===== config.mk =====
export PLATFORM = sky130hd
export DESIGN_NAME = multi_edge_sync
export DESIGN_NICKNAME = d
export VERILOG_FILES = /design/src/rtl/multi_edge_sync.sv
export SDC_FILE = /design/constraint.sdc
export NUM_CORES = 1
export LEC_CHECK = 0
export CORE_MARGIN = 5
export CORE_UTILIZATION = 52
export DETAILED_ROUTE_END_ITERATION = 12
export PLACE_DENSITY = 0.76
export SLEW_MARGIN = 30
export SYNTH_ARGS = -nofsm -noshare
export SYNTH_HDL_FRONTEND = slang
export SYNTH_SLANG_ARGS = --single-unit

===== constraint.sdc =====
create_clock -name clk -period 3.25 [get_ports clk]
set_clock_uncertainty 0.05 [all_clocks]
set_input_delay 0.8125 -clock clk [delete_from_list [all_inputs] [get_ports clk]]
set_output_delay 0.8125 -clock clk [all_outputs]
set_load 0.02 [all_outputs]

===== src/rtl/multi_edge_sync.sv =====
// multi_edge_sync
//   Per-channel synchronizer, glitch filter and edge-event recorder for
//   N_CH unrelated asynchronous level inputs.
//
//   Each channel:
//     async_in -> SYNC_STAGES flop chain -> run-length filter (FILT samples)
//     -> filtered level -> edge qualified by mode and ready -> event.
//   Each event produces a one-cycle pulse, sets a sticky pending flag,
//   sets an overrun flag if pending was already set, and bumps a
//   saturating counter.
//
// Ports
//   clk        system clock, all state on posedge
//   clr        asynchronous active-high reset
//   async_in   [N_CH]    unsynchronized level inputs
//   mode       [2*N_CH]  per channel: 00 off, 01 rise, 10 fall, 11 both
//   ack        [N_CH]    clears pending/ovf (pending re-set by a coincident event)
//   cnt_clr    [N_CH]    clears event counter (to 1 with a coincident event)
//   rd_sel     [5]       channel index for rd_cnt
//   pulse_out  [N_CH]    one-cycle pulse per accepted event
//   pending    [N_CH]    sticky event flag
//   ovf        [N_CH]    sticky overrun flag
//   rd_cnt     [CNT_W]   counter of channel rd_sel, 0 when rd_sel >= N_CH
//   ready      warm-up complete

module multi_edge_sync #(
  parameter int unsigned N_CH        = 4,
  parameter int unsigned SYNC_STAGES = 2,
  parameter int unsigned FILT        = 3,
  parameter int unsigned CNT_W       = 8
) (
  input  logic                clk,
  input  logic                clr,
  input  logic [N_CH-1:0]     async_in,
  input  logic [2*N_CH-1:0]   mode,
  input  logic [N_CH-1:0]     ack,
  input  logic [N_CH-1:0]     cnt_clr,
  input  logic [4:0]          rd_sel,
  output logic [N_CH-1:0]     pulse_out,
  output logic [N_CH-1:0]     pending,
  output logic [N_CH-1:0]     ovf,
  output logic [CNT_W-1:0]    rd_cnt,
  output logic                ready
);

  localparam int unsigned WARM = SYNC_STAGES + FILT;

  logic [SYNC_STAGES-1:0] sync [N_CH];
  logic [7:0]             run  [N_CH];
  logic [CNT_W-1:0]       cnt  [N_CH];
  logic [N_CH-1:0]        level;
  logic [N_CH-1:0]        s_last;
  logic [N_CH-1:0]        chg;
  logic [N_CH-1:0]        evt;
  logic [8:0]             wcnt;

  // Level change happens on the FILT-th consecutive differing sample, so the
  // change is detected while run still holds FILT-1. The event is qualified
  // by the direction of the new level and the current mode.
  always_comb begin
    s_last = '0;
    chg    = '0;
    evt    = '0;
    for (int unsigned i = 0; i < N_CH; i++) begin
      s_last[i] = sync[i][SYNC_STAGES-1];
      chg[i]    = (s_last[i] != level[i]) && (run[i] == 8'(FILT - 1));
      unique case (mode[2*i +: 2])
        2'b01:   evt[i] = chg[i] && ready && s_last[i];
        2'b10:   evt[i] = chg[i] && ready && !s_last[i];
        2'b11:   evt[i] = chg[i] && ready;
        default: evt[i] = 1'b0;
      endcase
    end
  end

  always_ff @(posedge clk or posedge clr) begin
    if (clr) begin
      for (int unsigned i = 0; i < N_CH; i++) begin
        sync[i] <= '0;
        run[i]  <= '0;
        cnt[i]  <= '0;
      end
      level     <= '0;
      pulse_out <= '0;
      pending   <= '0;
      ovf       <= '0;
      wcnt      <= '0;
      ready     <= 1'b0;
    end else begin
      // Warm-up: ready rises on the WARM-th edge after reset release.
      if (!ready) begin
        if (wcnt == 9'(WARM - 1)) ready <= 1'b1;
        else                      wcnt  <= wcnt + 9'd1;
      end

      pulse_out <= evt;

      for (int unsigned i = 0; i < N_CH; i++) begin
        sync[i] <= {sync[i][SYNC_STAGES-2:0], async_in[i]};

        if ((s_last[i] == level[i]) || chg[i]) run[i] <= '0;
        else                                   run[i] <= run[i] + 8'd1;
        if (chg[i]) level[i] <= s_last[i];

        // ack wins over overrun detection; a coincident event keeps pending set.
        if (ack[i]) begin
          pending[i] <= evt[i];
          ovf[i]     <= 1'b0;
        end else if (evt[i]) begin
          pending[i] <= 1'b1;
          if (pending[i]) ovf[i] <= 1'b1;
        end

        if (cnt_clr[i])                     cnt[i] <= evt[i] ? CNT_W'(1) : '0;
        else if (evt[i] && (cnt[i] != '1))  cnt[i] <= cnt[i] + CNT_W'(1);
      end
    end
  end

  always_comb begin
    rd_cnt = '0;
    for (int unsigned i = 0; i < N_CH; i++) begin
      if (rd_sel == 5'(i)) rd_cnt = cnt[i];
    end
  end

endmodule


==> qor.txt, run 1 <==
Max transition margin: 58.9%
Global-route wire length before repair: 16.4 mm
Fin. max-slew vios: 0
Ys async rst share: 100%
GRT Resource Usage Total: 17.7%
Yosys top cell by area: dfrtp_1
Routed vias: 3515
Worst Hold Class: reg -> reg
Register area share after synthesis: 48.8%
IO buf count: 47
Critical path required time: 2.39 ns
# hold bufs at CTS: 0
Post-Route WL: 9.44 mm
Num CTS Buffers: 9
Initial Utilization: 53.9%
CTS tree: built
Sw Pwr: 794 uW
Hold Fails Final Rpt: 0
Worst skew pair latency: 0.35 ns
Max H-tree Level: 3
RSZ-0062 raised after global routing: no
Die area: 0.0117 mm^2
Net count after synthesis: 524
Clock power share: 26.8%
Setup violators final: 0
Num Clock Sinks: 98
Most common cell in the netlist: dfrtp_1
Pwr dens: 443 mW/mm^2
Post-DRT Antenna Nets: 0
Worst Tran Pin Value: 0.617 ns
Cell leakage power: 2.53 nW
Root buffer cell: clkbuf_8
Startpoint types: input pin
#FFs+latches synth: 98
Die width: 108 um
Vias in the first global route: 3602
Top FF cell, synth: dfrtp_1
# DRC: 0
Drt pass-1 iters: 4
WHS: 0.308 ns
Boundary pin count: 48
Most common library cells after synthesis: dfrtp_1 (98), nor2_1 (68), xnor2_1 (32)
# rows: 35
Fin crit period: 3.12 ns
Post-Syn Area: 0.00503 mm^2
DP Worst Slack: -0.263 ns
Final RePlAce weighted congestion: 0.911
Max frequency: 320 MHz
Crit end category: output pin
Initial drt markers: 117
Die height: 108 um
Pint: 1.79 mW
Final HPWL DP: 7.14 mm
MaxCap Viol Count: 0
Core Footprint: 0.00933 mm^2
Distinct cells, synth: 48
EDFF count, synth: 0
Combinational power share: 18.9%
Overflow after GRT: 0
Post_cts resized: 16
Area growth syn-to-layout: 16.1%
Syn Area/Cell: 10.7 um^2
R2r worst-path depth: 7
Antenna fix cells: 0
Initial antenna violation count: 1
CP max FO: 8
Final nets: 580
Critical path type: in -> out
Clock slew at reported path FFs: 0.09 ns
Data arrival, critical path: 2.26 ns
Post-CTS Setup Repair Bufs: 0
Clock Tree Buf Depth: 2
Share of power burned in registers: 54.3%
Largest net degree at the start of global routing: 54
Setup ws final: 0.127 ns
Hold depth: 0
Yosys warns: 0
Synth top area cells: dfrtp_1 (49%), ha_1 (6.5%), xnor2_1 (5.6%)
Net Sw Frac: 30.7%
Yosys top cell area share: 48.8%
Status: completed
Tcrit/Tclk final: 96.1%
Worst VDD drop: 304 uV
Drt wl/cell: 14.3 um
Cells after Synth: 471
Ratio of cells with drive above 1 in the final layout: 11.7%
Via-to-Cell Ratio: 5.32
[critical path, stage by stage]
cell and delay (ns):
clkdlybuf4s50_1 0.51, buf_12 0.14, mux4_2 0.50, nor2b_1 0.14, buf_2 0.16
[registers in the layout (all words and copies together) (netlist names)]
signal     cells
ready          1
level          4
s_last         4
pulse_out      4
sync           4
cnt           32
run           32
wcnt           9
ovf            4
pending        4
[power by group through the flow]
stage                     Clock [mW]  Combinational, mW  Sequential [mW]
after floorplan                    0              0.333             1.42
after global placement             0              0.483             1.42
after detailed placement           0              0.498             1.43
after CTS                      0.720              0.501             1.41
after global routing           0.770              0.557             1.42
final                          0.694              0.488             1.41
[layout by cell type (no fill, tap or decap), types with 18 or more instances in the layout]
cell type | netlist | final
dfrtp_1 | 98 | 98
nor2_1 | 68 | 68
clkdlybuf4s50_1 | 0 | 38
xnor2_1 | 32 | 32
ha_1 | 26 | 26
inv_1 | 24 | 23
nand2_1 | 22 | 22
xor2_1 | 19 | 19
nand3_1 | 19 | 19
nor2b_1 | 18 | 18
[kinds of logic (layout without fill, tap and decap cells)]
logic type	after synthesis	count (layout)	synth area share, %
AOI/OAI and AO/OA	41	41	5.43
xor gates and xnor gates	52	52	9.21
adders and majority gates	26	26	6.47
buffers and inverters	32	93	2.39
DFF	98	98	48.8
muxes	20	20	6.17
and+or+nand+nor	202	202	21.6
[per-layer routing]
layer | track usage [%] | wire length [um] | vias up
met1 | 22.6 | 4200 | 1699
met4 | 7.21 | 221 | 2
li1 | - | - | 1732
met3 | 4.00 | 466 | 15
met5 | 0 | 11 | -
met2 | 29.1 | 4530 | 67
[final timing paths]
check                      startpoint  slack [ns]        end
min reg2reg                   sync[2]        0.31  s_last[2]
min                           sync[2]        0.31  s_last[2]
max in group asynchronous         clr        1.71    wcnt[7]
max                         rd_sel[0]        0.13  rd_cnt[1]
min in group asynchronous         clr        0.76    run[14]
max reg2reg                    run[8]        1.05    cnt[14]
[layout make-up]
type                       count  area (um^2)
multi-input combinational    341         2450
inverter                      25         97.6
sequential                    98         2450
timing repair buffer          52          503
clock buffer                  10          128
tap                          129          161
clock inverter                 6         41.3
fill                         764         3490
[per-stage QoR]
stage	setup TNS [ns]	total power, mW	instance area (um^2)	std cells	utilization, %
6_report	0	2.59	5840	661	62.6
5_1_grt	0	2.75	5840	661	62.6
4_1_cts	0	2.63	5870	661	62.9
3_5_place_dp	-1.85	1.93	5700	645	61.1
3_3_place_gp	-1.67	1.91	5700	645	61.1
2_1_floorplan	0	1.76	5030	471	-
(Power assumes the default switching activity.)
==> run 2: changes to the inputs <==
CTS_CLUSTER_SIZE = 20   (was not set)
SLEW_MARGIN = not set   (was 30)
==> results of run 2 <==
The final DEF is identical to that of run 1; final timing and power are the same.
